<file path="src/rtl/pic_host_sequencer_if.sv">
// Host request and PIC pin bundle for pic_host_sequencer.
// master: the sequencer side. It drives the PIC strobes and the host status signals.
// slave : the host/PIC side. It drives requests, ICW contents, INT and the PIC output data.
// Signals:
//   init_start, icw1..icw4        host init request and ICW bytes
//   ocw_valid/ocw_a0/ocw_data     host OCW request
//   ocw_ready                     OCW handshake
//   INT, pic_data_in              PIC interrupt line and PIC output data bus
//   CS, WR, INTA                  active-low PIC strobes
//   A0, pic_data_out              PIC register select and PIC input data bus
//   int_vector, vector_valid      captured vector and its one-cycle strobe
//   init_done, busy               status
interface pic_host_sequencer_if;
  logic       init_start;
  logic [7:0] icw1;
  logic [7:0] icw2;
  logic [7:0] icw3;
  logic [7:0] icw4;
  logic       ocw_valid;
  logic       ocw_a0;
  logic [7:0] ocw_data;
  logic       ocw_ready;
  logic       INT;
  logic [7:0] pic_data_in;
  logic       CS;
  logic       WR;
  logic       INTA;
  logic       A0;
  logic [7:0] pic_data_out;
  logic [7:0] int_vector;
  logic       vector_valid;
  logic       init_done;
  logic       busy;

  modport master (
    input  init_start, icw1, icw2, icw3, icw4, ocw_valid, ocw_a0, ocw_data, INT, pic_data_in,
    output ocw_ready, CS, WR, INTA, A0, pic_data_out, int_vector, vector_valid, init_done, busy
  );

  modport slave (
    output init_start, icw1, icw2, icw3, icw4, ocw_valid, ocw_a0, ocw_data, INT, pic_data_in,
    input  ocw_ready, CS, WR, INTA, A0, pic_data_out, int_vector, vector_valid, init_done, busy
  );
endinterface

</file>
<file path="src/rtl/pic_host_sequencer.sv">
// Host-side bus sequencer for an 8259A-style PIC.
// The sequencer runs the ICW init sequence and runtime OCW writes on CS/WR/A0/data.
// It also answers INT with a two-pulse INTA acknowledge and captures the returned vector.
// Ports:
//   clk    single clock, rising edge
//   reset  synchronous, active-high
//   bus    pic_host_sequencer_if.master: host requests and status, PIC pins
// Parameters:
//   PULSE_CYCLES  low time of every WR/INTA pulse (>= 1)
//   GAP_CYCLES    recovery time with all strobes high after each pulse (>= 1)
module pic_host_sequencer #(
  parameter int unsigned PULSE_CYCLES = 2,
  parameter int unsigned GAP_CYCLES   = 1
) (
  input logic                  clk,
  input logic                  reset,
  pic_host_sequencer_if.master bus
);

  localparam int unsigned MaxCycles = (PULSE_CYCLES > GAP_CYCLES) ? PULSE_CYCLES : GAP_CYCLES;
  localparam int unsigned CntW      = $clog2(MaxCycles + 1);
  localparam logic [CntW-1:0] PulseLoad = CntW'(PULSE_CYCLES - 1);
  localparam logic [CntW-1:0] GapLoad   = CntW'(GAP_CYCLES - 1);

  // StDoneAck is the closing gap of an acknowledge; vector_valid is high in its first cycle.
  typedef enum logic [1:0] {StIdle, StPulse, StGap, StDoneAck} state_e;
  typedef enum logic [1:0] {OpInit, OpAck, OpOcw} op_e;

  state_e          state_q, state_d;
  op_e             op_q, op_d;
  logic [CntW-1:0] cnt_q, cnt_d;
  logic [1:0]      idx_q, idx_d;
  logic            ack_second_q, ack_second_d;
  logic            pend_init_q, pend_init_d;
  logic            init_done_q, init_done_d;
  logic [3:0][7:0] icw_q, icw_d;
  logic            cs_q, cs_d;
  logic            wr_q, wr_d;
  logic            inta_q, inta_d;
  logic            a0_q, a0_d;
  logic [7:0]      dout_q, dout_d;
  logic [7:0]      vec_q, vec_d;
  logic            vec_valid_q, vec_valid_d;

  logic       idle;
  logic       init_req;
  logic       ocw_ready;
  logic       has_next;
  logic [1:0] next_idx;

  assign idle = (state_q == StIdle);
  // An init_start arriving this cycle already blocks ack/OCW acceptance so init wins.
  assign init_req  = pend_init_q | bus.init_start;
  assign ocw_ready = idle & init_done_q & ~init_req & ~bus.INT;

  // Next ICW index: ICW3 only in cascade mode (icw1[1]=0), ICW4 only if IC4 (icw1[0]=1).
  always_comb begin
    next_idx = idx_q;
    has_next = 1'b0;
    case (idx_q)
      2'd0: begin
        next_idx = 2'd1;
        has_next = 1'b1;
      end
      2'd1: begin
        if (!icw_q[0][1]) begin
          next_idx = 2'd2;
          has_next = 1'b1;
        end else if (icw_q[0][0]) begin
          next_idx = 2'd3;
          has_next = 1'b1;
        end
      end
      2'd2: begin
        if (icw_q[0][0]) begin
          next_idx = 2'd3;
          has_next = 1'b1;
        end
      end
      default: ;
    endcase
  end

  always_comb begin
    state_d      = state_q;
    op_d         = op_q;
    cnt_d        = cnt_q;
    idx_d        = idx_q;
    ack_second_d = ack_second_q;
    pend_init_d  = pend_init_q | bus.init_start;
    init_done_d  = init_done_q;
    icw_d        = icw_q;
    cs_d         = cs_q;
    wr_d         = wr_q;
    inta_d       = inta_q;
    a0_d         = a0_q;
    dout_d       = dout_q;
    vec_d        = vec_q;
    vec_valid_d  = 1'b0;

    case (state_q)
      StIdle: begin
        if (pend_init_q) begin
          pend_init_d = 1'b0;
          init_done_d = 1'b0;
          icw_d       = {bus.icw4, bus.icw3, bus.icw2, bus.icw1};
          op_d        = OpInit;
          idx_d       = 2'd0;
          state_d     = StPulse;
          cnt_d       = PulseLoad;
          cs_d        = 1'b0;
          wr_d        = 1'b0;
          a0_d        = 1'b0;
          dout_d      = bus.icw1;
        end else if (bus.INT && init_done_q && !bus.init_start) begin
          op_d         = OpAck;
          ack_second_d = 1'b0;
          state_d      = StPulse;
          cnt_d        = PulseLoad;
          inta_d       = 1'b0;
        end else if (bus.ocw_valid && ocw_ready) begin
          op_d    = OpOcw;
          state_d = StPulse;
          cnt_d   = PulseLoad;
          cs_d    = 1'b0;
          wr_d    = 1'b0;
          a0_d    = bus.ocw_a0;
          dout_d  = bus.ocw_data;
        end
      end

      StPulse: begin
        if (cnt_q != '0) begin
          cnt_d = cnt_q - CntW'(1);
        end else begin
          cnt_d  = GapLoad;
          cs_d   = 1'b1;
          wr_d   = 1'b1;
          inta_d = 1'b1;
          if (op_q == OpAck && ack_second_q) begin
            // Last cycle of the second INTA pulse: the PIC is driving the vector.
            vec_d       = bus.pic_data_in;
            vec_valid_d = 1'b1;
            state_d     = StDoneAck;
          end else begin
            state_d = StGap;
          end
        end
      end

      StGap: begin
        if (cnt_q != '0) begin
          cnt_d = cnt_q - CntW'(1);
        end else begin
          case (op_q)
            OpAck: begin
              state_d      = StPulse;
              cnt_d        = PulseLoad;
              inta_d       = 1'b0;
              ack_second_d = 1'b1;
            end
            OpInit: begin
              if (has_next) begin
                state_d = StPulse;
                cnt_d   = PulseLoad;
                cs_d    = 1'b0;
                wr_d    = 1'b0;
                idx_d   = next_idx;
                a0_d    = 1'b1;
                dout_d  = icw_q[next_idx];
              end else begin
                state_d     = StIdle;
                init_done_d = 1'b1;
              end
            end
            default: state_d = StIdle;
          endcase
        end
      end

      StDoneAck: begin
        if (cnt_q != '0) begin
          cnt_d = cnt_q - CntW'(1);
        end else begin
          state_d = StIdle;
        end
      end

      default: state_d = StIdle;
    endcase
  end

  always_ff @(posedge clk) begin
    if (reset) begin
      state_q      <= StIdle;
      op_q         <= OpInit;
      cnt_q        <= '0;
      idx_q        <= 2'd0;
      ack_second_q <= 1'b0;
      pend_init_q  <= 1'b0;
      init_done_q  <= 1'b0;
      icw_q        <= '0;
      cs_q         <= 1'b1;
      wr_q         <= 1'b1;
      inta_q       <= 1'b1;
      a0_q         <= 1'b0;
      dout_q       <= 8'h00;
      vec_q        <= 8'h00;
      vec_valid_q  <= 1'b0;
    end else begin
      state_q      <= state_d;
      op_q         <= op_d;
      cnt_q        <= cnt_d;
      idx_q        <= idx_d;
      ack_second_q <= ack_second_d;
      pend_init_q  <= pend_init_d;
      init_done_q  <= init_done_d;
      icw_q        <= icw_d;
      cs_q         <= cs_d;
      wr_q         <= wr_d;
      inta_q       <= inta_d;
      a0_q         <= a0_d;
      dout_q       <= dout_d;
      vec_q        <= vec_d;
      vec_valid_q  <= vec_valid_d;
    end
  end

  assign bus.ocw_ready    = ocw_ready;
  assign bus.CS           = cs_q;
  assign bus.WR           = wr_q;
  assign bus.INTA         = inta_q;
  assign bus.A0           = a0_q;
  assign bus.pic_data_out = dout_q;
  assign bus.int_vector   = vec_q;
  assign bus.vector_valid = vec_valid_q;
  assign bus.init_done    = init_done_q;
  assign bus.busy         = ~idle;

endmodule

</file>
<file path="src/flat_wrapper.sv">
// flat-port wrapper written by rule: the top's interface ports become plain ports
module pic_host_sequencer_flat 
#(
  parameter int unsigned PULSE_CYCLES = 2,
  parameter int unsigned GAP_CYCLES   = 1
)
  (clk, reset, bus_init_start, bus_icw1, bus_icw2, bus_icw3, bus_icw4, bus_ocw_valid, bus_ocw_a0, bus_ocw_data, bus_INT, bus_pic_data_in, bus_ocw_ready, bus_CS, bus_WR, bus_INTA, bus_A0, bus_pic_data_out, bus_int_vector, bus_vector_valid, bus_init_done, bus_busy);
  pic_host_sequencer_if bus_i ();
  input logic clk;
  input logic reset;
  input wire logic [$bits(bus_i.init_start)-1:0] bus_init_start;
  input wire logic [$bits(bus_i.icw1)-1:0] bus_icw1;
  input wire logic [$bits(bus_i.icw2)-1:0] bus_icw2;
  input wire logic [$bits(bus_i.icw3)-1:0] bus_icw3;
  input wire logic [$bits(bus_i.icw4)-1:0] bus_icw4;
  input wire logic [$bits(bus_i.ocw_valid)-1:0] bus_ocw_valid;
  input wire logic [$bits(bus_i.ocw_a0)-1:0] bus_ocw_a0;
  input wire logic [$bits(bus_i.ocw_data)-1:0] bus_ocw_data;
  input wire logic [$bits(bus_i.INT)-1:0] bus_INT;
  input wire logic [$bits(bus_i.pic_data_in)-1:0] bus_pic_data_in;
  output wire logic [$bits(bus_i.ocw_ready)-1:0] bus_ocw_ready;
  output wire logic [$bits(bus_i.CS)-1:0] bus_CS;
  output wire logic [$bits(bus_i.WR)-1:0] bus_WR;
  output wire logic [$bits(bus_i.INTA)-1:0] bus_INTA;
  output wire logic [$bits(bus_i.A0)-1:0] bus_A0;
  output wire logic [$bits(bus_i.pic_data_out)-1:0] bus_pic_data_out;
  output wire logic [$bits(bus_i.int_vector)-1:0] bus_int_vector;
  output wire logic [$bits(bus_i.vector_valid)-1:0] bus_vector_valid;
  output wire logic [$bits(bus_i.init_done)-1:0] bus_init_done;
  output wire logic [$bits(bus_i.busy)-1:0] bus_busy;
  assign bus_i.init_start = bus_init_start;
  assign bus_i.icw1 = bus_icw1;
  assign bus_i.icw2 = bus_icw2;
  assign bus_i.icw3 = bus_icw3;
  assign bus_i.icw4 = bus_icw4;
  assign bus_i.ocw_valid = bus_ocw_valid;
  assign bus_i.ocw_a0 = bus_ocw_a0;
  assign bus_i.ocw_data = bus_ocw_data;
  assign bus_i.INT = bus_INT;
  assign bus_i.pic_data_in = bus_pic_data_in;
  assign bus_ocw_ready = bus_i.ocw_ready;
  assign bus_CS = bus_i.CS;
  assign bus_WR = bus_i.WR;
  assign bus_INTA = bus_i.INTA;
  assign bus_A0 = bus_i.A0;
  assign bus_pic_data_out = bus_i.pic_data_out;
  assign bus_int_vector = bus_i.int_vector;
  assign bus_vector_valid = bus_i.vector_valid;
  assign bus_init_done = bus_i.init_done;
  assign bus_busy = bus_i.busy;
  pic_host_sequencer #(.PULSE_CYCLES(PULSE_CYCLES), .GAP_CYCLES(GAP_CYCLES)) u_core (.clk(clk), .reset(reset), .bus(bus_i));
endmodule
</file>
<file path="config.mk">
export PLATFORM = sky130hd
export DESIGN_NAME = pic_host_sequencer_flat
export DESIGN_NICKNAME = d
export VERILOG_FILES = /design/src/rtl/pic_host_sequencer_if.sv /design/src/rtl/pic_host_sequencer.sv /design/src/flat_wrapper.sv
export SDC_FILE = /design/constraint.sdc
export NUM_CORES = 1
export LEC_CHECK = 0
export CORE_MARGIN = 2
export CORE_UTILIZATION = 43
export DETAILED_ROUTE_END_ITERATION = 10
export GPL_ROUTABILITY_DRIVEN = 0
export PLACE_DENSITY_LB_ADDON = 0.12
export SYNTH_ARGS = -nofsm -noshare
export SYNTH_HDL_FRONTEND = slang
export SYNTH_SLANG_ARGS = --single-unit
</file>
<file path="constraint.sdc">
create_clock -name clk -period 1.92 [get_ports clk]
set_input_delay 0.384 -clock clk [delete_from_list [all_inputs] [get_ports clk]]
set_output_delay 0.384 -clock clk [all_outputs]
set_load 0.02 [all_outputs]
</file>
Yosys cells after proc, flatten, opt, wreduce, memory -nomap -nowiden
Cells that the tools add are included.
{"block": "op_classes", "n_lt_le_gt_ge": 1, "eq_ne": 22, "reduce_logical": 24, "add_sub_neg": 1, "n_mux": 70, "bitwise": 9}
{"operator": "$mux W8", "count": 7}
{"operator": "$mux W2", "count": 19}
{"operator": "$mux W1", "count": 30}
{"operator": "$bmux W8 S2", "count": 1}
{"operator": "$pmux W2 S4", "count": 2}
{"operator": "$pmux W8 S2", "count": 1}
{"operator": "$reduce_and A5 Y1", "count": 3}
{"operator": "$ne A2 B2 Y1 const B", "count": 6}
{"operator": "$pmux W2 S2", "count": 3}
{"operator": "$reduce_and A6 Y1", "count": 2}
{"operator": "$ne A2 B1 Y1 const B", "count": 5}
{"operator": "$pmux W1 S3", "count": 3}
{"operator": "$reduce_and A4 Y1", "count": 2}
{"operator": "$reduce_and A7 Y1", "count": 1}
{"operator": "$eq A2 B1 Y1 const B", "count": 3}
{"operator": "$eq A2 B2 Y1 const B", "count": 3}
{"operator": "$logic_not A2 Y1", "count": 3}
{"operator": "$ne A3 B2 Y1 const B", "count": 2}
{"operator": "$pmux W1 S2", "count": 3}
{"operator": "$pmux W2 S3", "count": 1}
{"operator": "$reduce_bool A3 Y1", "count": 2}
{"operator": "$not A1 Y1", "count": 5}
{"operator": "$logic_and A1 B1 Y1", "count": 4}
{"operator": "$ne A4 B1 Y1 const B", "count": 1}
{"operator": "other kinds (11)", "count": 15}
{"block": "word_totals", "ff_bits": 63, "word_cells": 144}

Longest topological paths before layout
{"block": "depth", "ltp_word": 9, "depth_mapped": 8}

Worst setup path after synthesis
OpenSTA, ideal clock, no wires.
{"block": "synth_timing", "path_kind": "flip-flop to output port", "from": "register u_core.pend_init_q", "to": "output bus_ocw_ready", "t_required_ns": 1.536, "t_arrival_ns": 1.503, "path_stages_with_launch": 4, "n_path_buf": 1, "setup_slack_ns": 0.033, "path_cell_list": "dfxtp_1 buf_2 or3_1 nor4b_1"}
{"block": "synth_via", "elab_chain_cells": 4}
{"element": "from (decl)", "line": "pic_host_sequencer.sv:34", "rtl": "logic pend_init_q, pend_init_d;"}
{"element": "from (signal assigned)", "line": "pic_host_sequencer.sv:216", "rtl": "pend_init_q <= pend_init_d;"}
{"element": "$or A1 B1 Y1", "line": "pic_host_sequencer.sv:53", "rtl": "assign init_req = pend_init_q | bus.init_start;"}
{"element": "$not A1 Y1", "line": "pic_host_sequencer.sv:54", "rtl": "assign ocw_ready = idle & init_done_q & ~init_req & ~bus.INT;"}
{"element": "$and A1 B1 Y1 (2 in a row)", "line": "pic_host_sequencer.sv:54"}
{"element": "to (decl)", "line": "flat_wrapper.sv:21", "rtl": "output wire logic [$bits(bus_i.ocw_ready)-1:0] bus_ocw_ready;"}
Every way passes these cells.

Worst setup path in the final report
{"block": "layout_timing", "from": "register u_core.state_q[0]", "to": "output bus_ocw_ready"}
{"block": "layout_via", "elab_chain_cells": 4}
{"element": "from (decl)", "line": "pic_host_sequencer.sv:29", "rtl": "state_e state_q, state_d;"}
{"element": "from (signal assigned)", "line": "pic_host_sequencer.sv:195", "rtl": "state_q <= StIdle;"}
{"element": "from (signal assigned)", "line": "pic_host_sequencer.sv:211", "rtl": "state_q <= state_d;"}
{"element": "$logic_not A2 Y1", "line": "pic_host_sequencer.sv:51", "rtl": "assign idle = (state_q == StIdle);"}
{"element": "$and A1 B1 Y1 (3 in a row)", "line": "pic_host_sequencer.sv:54"}
Every way passes these cells.

==> summary.md <==
| Metric | Value |
|---|---|
| Status | `completed` |
| Arrival time worst endpoint | `1.47 ns` |
| Worst reg-to-reg setup slack | `0.12 ns` |
| WL final | `7.17 mm` |
| Die ar. | `6980 um^2` |
| Nets | `around 480` |
| Setup-failing EPs final | `0` |
| Buffers on Ports | `77` |
| DRC | `0` |
| Clock tree buffer depth | `2` |
| GRT met1 Usage | `25.3%` |
| Worst path max stage delay | `0.40 ns` |
| CP max FO | `2` |
| Leakage power | `1.44 nW` |
| Startpoint types | `flop` |
| DP Cell Count | `482` |
| Worst-case reg-to-reg path depth | `9` |
| Mapped Area | `around 2700 um^2` |
| GRT met2 Usage | `between 30% and 40%` |
| CTS tree | `built` |
| Worst slew margin | `73.1%` |
| Worst Setup Path Type | `reg -> out` |
| Max rail drop VDD | `between 0.6 and 0.7 mV` |
| CP Capture Type | `output pin` |
| CTS Hold Bufs | `0` |
| Crit share post-route | `96.6%` |
| Via-to-Cell Ratio | `5.29` |
| Hold_sp | `u_core.icw_q[16]` |
| Pin count of the biggest net entering global routing | `29` |
| FF-to-FF Start | `u_core.cnt_q[0]` |
| Ys Warns | `0` |
| RR Endpoint | `u_core.bus.int_vector[6]` |
| Least-Margin Pin Slew | `0.394 ns` |
| # diodes | `0` |
| Clk_lat worst skew | `0.33 ns` |
| DR vias | `2,633` |
| Clock period minus worst slack | `1.85 ns` |
| F_max | `between 500 and 600 MHz` |
| Syn nets | `391` |
| Clock transition at path regs | `0.06 ns` |
| Share of cells above drive strength 1 | `12.3%` |
| Synthesized flop and latch total | `57` |
| Initial drt markers | `82` |
| Die Y | `roughly 84 um` |
| Final slew viol count | `0` |
| HP Class | `reg -> reg` |
| DRT Pass-1 Iters | `4` |
| Dpl ws | `-0.310 ns` |
| Global-route wire length before repair | `11.9 mm` |
| Worst hold slack | `roughly 0.46 ns` |
| Sink Count | `57` |
| GRT Total Usage | `21.0%` |
| Post-DRT Antenna Nets | `0` |
| GR Overflow Total | `0` |
| Most common cell after layout, fill and taps aside | `clkdlybuf4s50_1` |
| Post-Route Utilization | `64.8%` |
| Commonest non-fill, non-tap cells in the layout | `74 x clkdlybuf4s50_1, 62 x nand2_1, 57 x dfxtp_1` |
| Area Overhead vs Synth | `43.5%` |
| Final hold viol count | `0` |
| Sequential area share after synthesis | `41.9%` |
| Core footprint | `6030 um^2` |
| Number of CTS-inserted buffers | `9` |
| Async S/R FF share, synth | `0%` |
| Initial antenna violation count | `0` |
| Hold Path End | `u_core.icw_q[16]` |
| Top_reg_cell synth | `dfxtp_1` |
| Starting Density | `a little under half` |
| Post-synthesis cell type count | `44` |
| WL/cell | `14.4 um` |
| Most used routing layer | `met2` |
| HPWL Detailed | `~5.2 mm` |
| Die X | `83.6 um` |
| PwrDens | `955 nW/um^2` |
| CP max stage cell | `or3_1` |
| CP Data Required Time | `around 1.5 ns` |
| Vias in the first global route | `2,556` |
| WHS Path Cells | `2` |
| Mapped Avg Cell Area | `8.15 um^2` |
| Setup ws final | `0.0650 ns` |
| CP bufs+invs | `1` |
| Htree depth | `3` |
| Mapped Cells | `approximately 330` |
| # IOs | `78` |
| Delay-heaviest family, CP | `simple AND/OR/NAND/NOR gates` |
| Fin cells | `about 500` |
| Pwr Total | `3.73 mW` |
| Row cnt | `28` |
| Skew final | `0.00737 ns` |
| Max cap viols | `0` |
| Crit-path cells | `or3_1 -> nor4b_2 -> buf_2` |
| Clock root buffer | `clkbuf_8` |
| Met3 Usage GRT | `3.76%` |
| Number of synthesized flops with an enable pin | `0` |
logic make-up after synthesis:
| kind of cell | after synthesis | synth area share [%] |
|---|---|---|
| AO/OA/AOI/OAI | 91 | 21.5 |
| multiplexers | 21 | 7.90 |
| adder cells (fa/ha/maj) | 3 | 1.38 |
| buffers and inverters | 32 | 4.87 |
| flip-flops | 57 | 41.9 |
| AND/OR/NAND/NOR | 130 | 22.5 |
final cells by class:
cell class              instances  area, um^2
fillers                       560        2120
multi-input cells             245        1470
flip-flops and latches         57        1140
repair buffers                101         990
clock buffers                  12         155
well taps                      75        93.8
clock inverters                 3        40.0
inverters                       5        18.8
where the power goes:
part / internal (mW) / total (mW) / switching, mW
clock: 0.659 / 1.13 / 0.468
combinational: 0.579 / 1.20 / 0.623
sequential: 1.32 / 1.40 / 0.0892
layer usage:
metal / vias to the layer above / wire, um
li1: 1354 / -
met1: 1221 / 3060
met2: 50 / 3740
met3: 8 / 271
met4: 0 / 95
met5: - / 0
Yosys cell counts (2+ instances only):
library cell / number / area share [%]
nand2_1: 62 / 8.5
dfxtp_1: 57 / 42
a21oi_1: 40 / 7.4
nor2_1: 26 / 3.6
clkbuf_1: 17 / 2.3
mux2i_1: 17 / 6.2
o22ai_1: 13 / 3.0
nand2b_1: 10 / 2.3
a22oi_1: 9 / 2.5
nor2b_1: 8 / 1.8
buf_2: 7 / 1.3
nor3_1: 7 / 1.3
o21ai_0: 6 / 1.1
a211oi_1: 5 / 1.4
inv_1: 4 / 0.55
a221oi_1: 3 / 0.97
ha_1: 3 / 1.4
mux2_2: 3 / 1.2
nor3b_1: 3 / 0.83
o221ai_1: 3 / 0.97
a311oi_1: 2 / 0.64
a31o_1: 2 / 0.64
buf_1: 2 / 0.28
nand3_1: 2 / 0.37
nand3b_1: 2 / 0.55
nor4_1: 2 / 0.46
o211ai_1: 2 / 0.55
how the worst max path moves through the flow:
stage                     cells past startpoint              end          startpoint  slack, ns
final                                         3    bus_ocw_ready   u_core.state_q[0]       0.07
after global routing                          7  u_core.cnt_q[0]      bus_init_start     -0.001
after CTS                                     8  u_core.cnt_q[1]      bus_init_start       0.02
after detailed placement                      8  u_core.cnt_q[1]      bus_init_start      -0.31
after global placement                        3    bus_ocw_ready             bus_INT      -0.23
after floorplan                               3    bus_ocw_ready  u_core.pend_init_q       0.03
worst register-to-register path: cells and delay by family (launching register included):
family | cells | cell delay, ns
adders and majority gates | 1 | 0.17
buffers and inverters | 4 | 0.44
DFF | 1 | 0.31
muxes | 1 | 0.21
and+or+nand+nor | 3 | 0.54
metrics by stage:
step	cell area (um^2)	setup TNS [ns]
2_1_floorplan	2720	0
3_3_place_gp	3680	-2.20
3_5_place_dp	3680	-2.83
4_1_cts	3890	0
5_1_grt	3910	-0.00130
6_report	3910	0
registers in the layout, summed over array words and instances (netlist names), 2 cells and up:
signal	count
u_core.op_q	2
u_core.idx_q	2
u_core.state_q	2
u_core.cnt_q	2
u_core.bus.pic_data_out	8
u_core.bus.int_vector	8
u_core.icw_q	26
timing repair:
item                                    in CTS  in global routing
endpoints found under the setup margin       8                  5
buffers inserted                             1                  0
endpoints found under the hold margin        0                  0
pin swaps                                    1                  1
gates resized for setup                      7                  3
(Power assumes the default switching activity.)
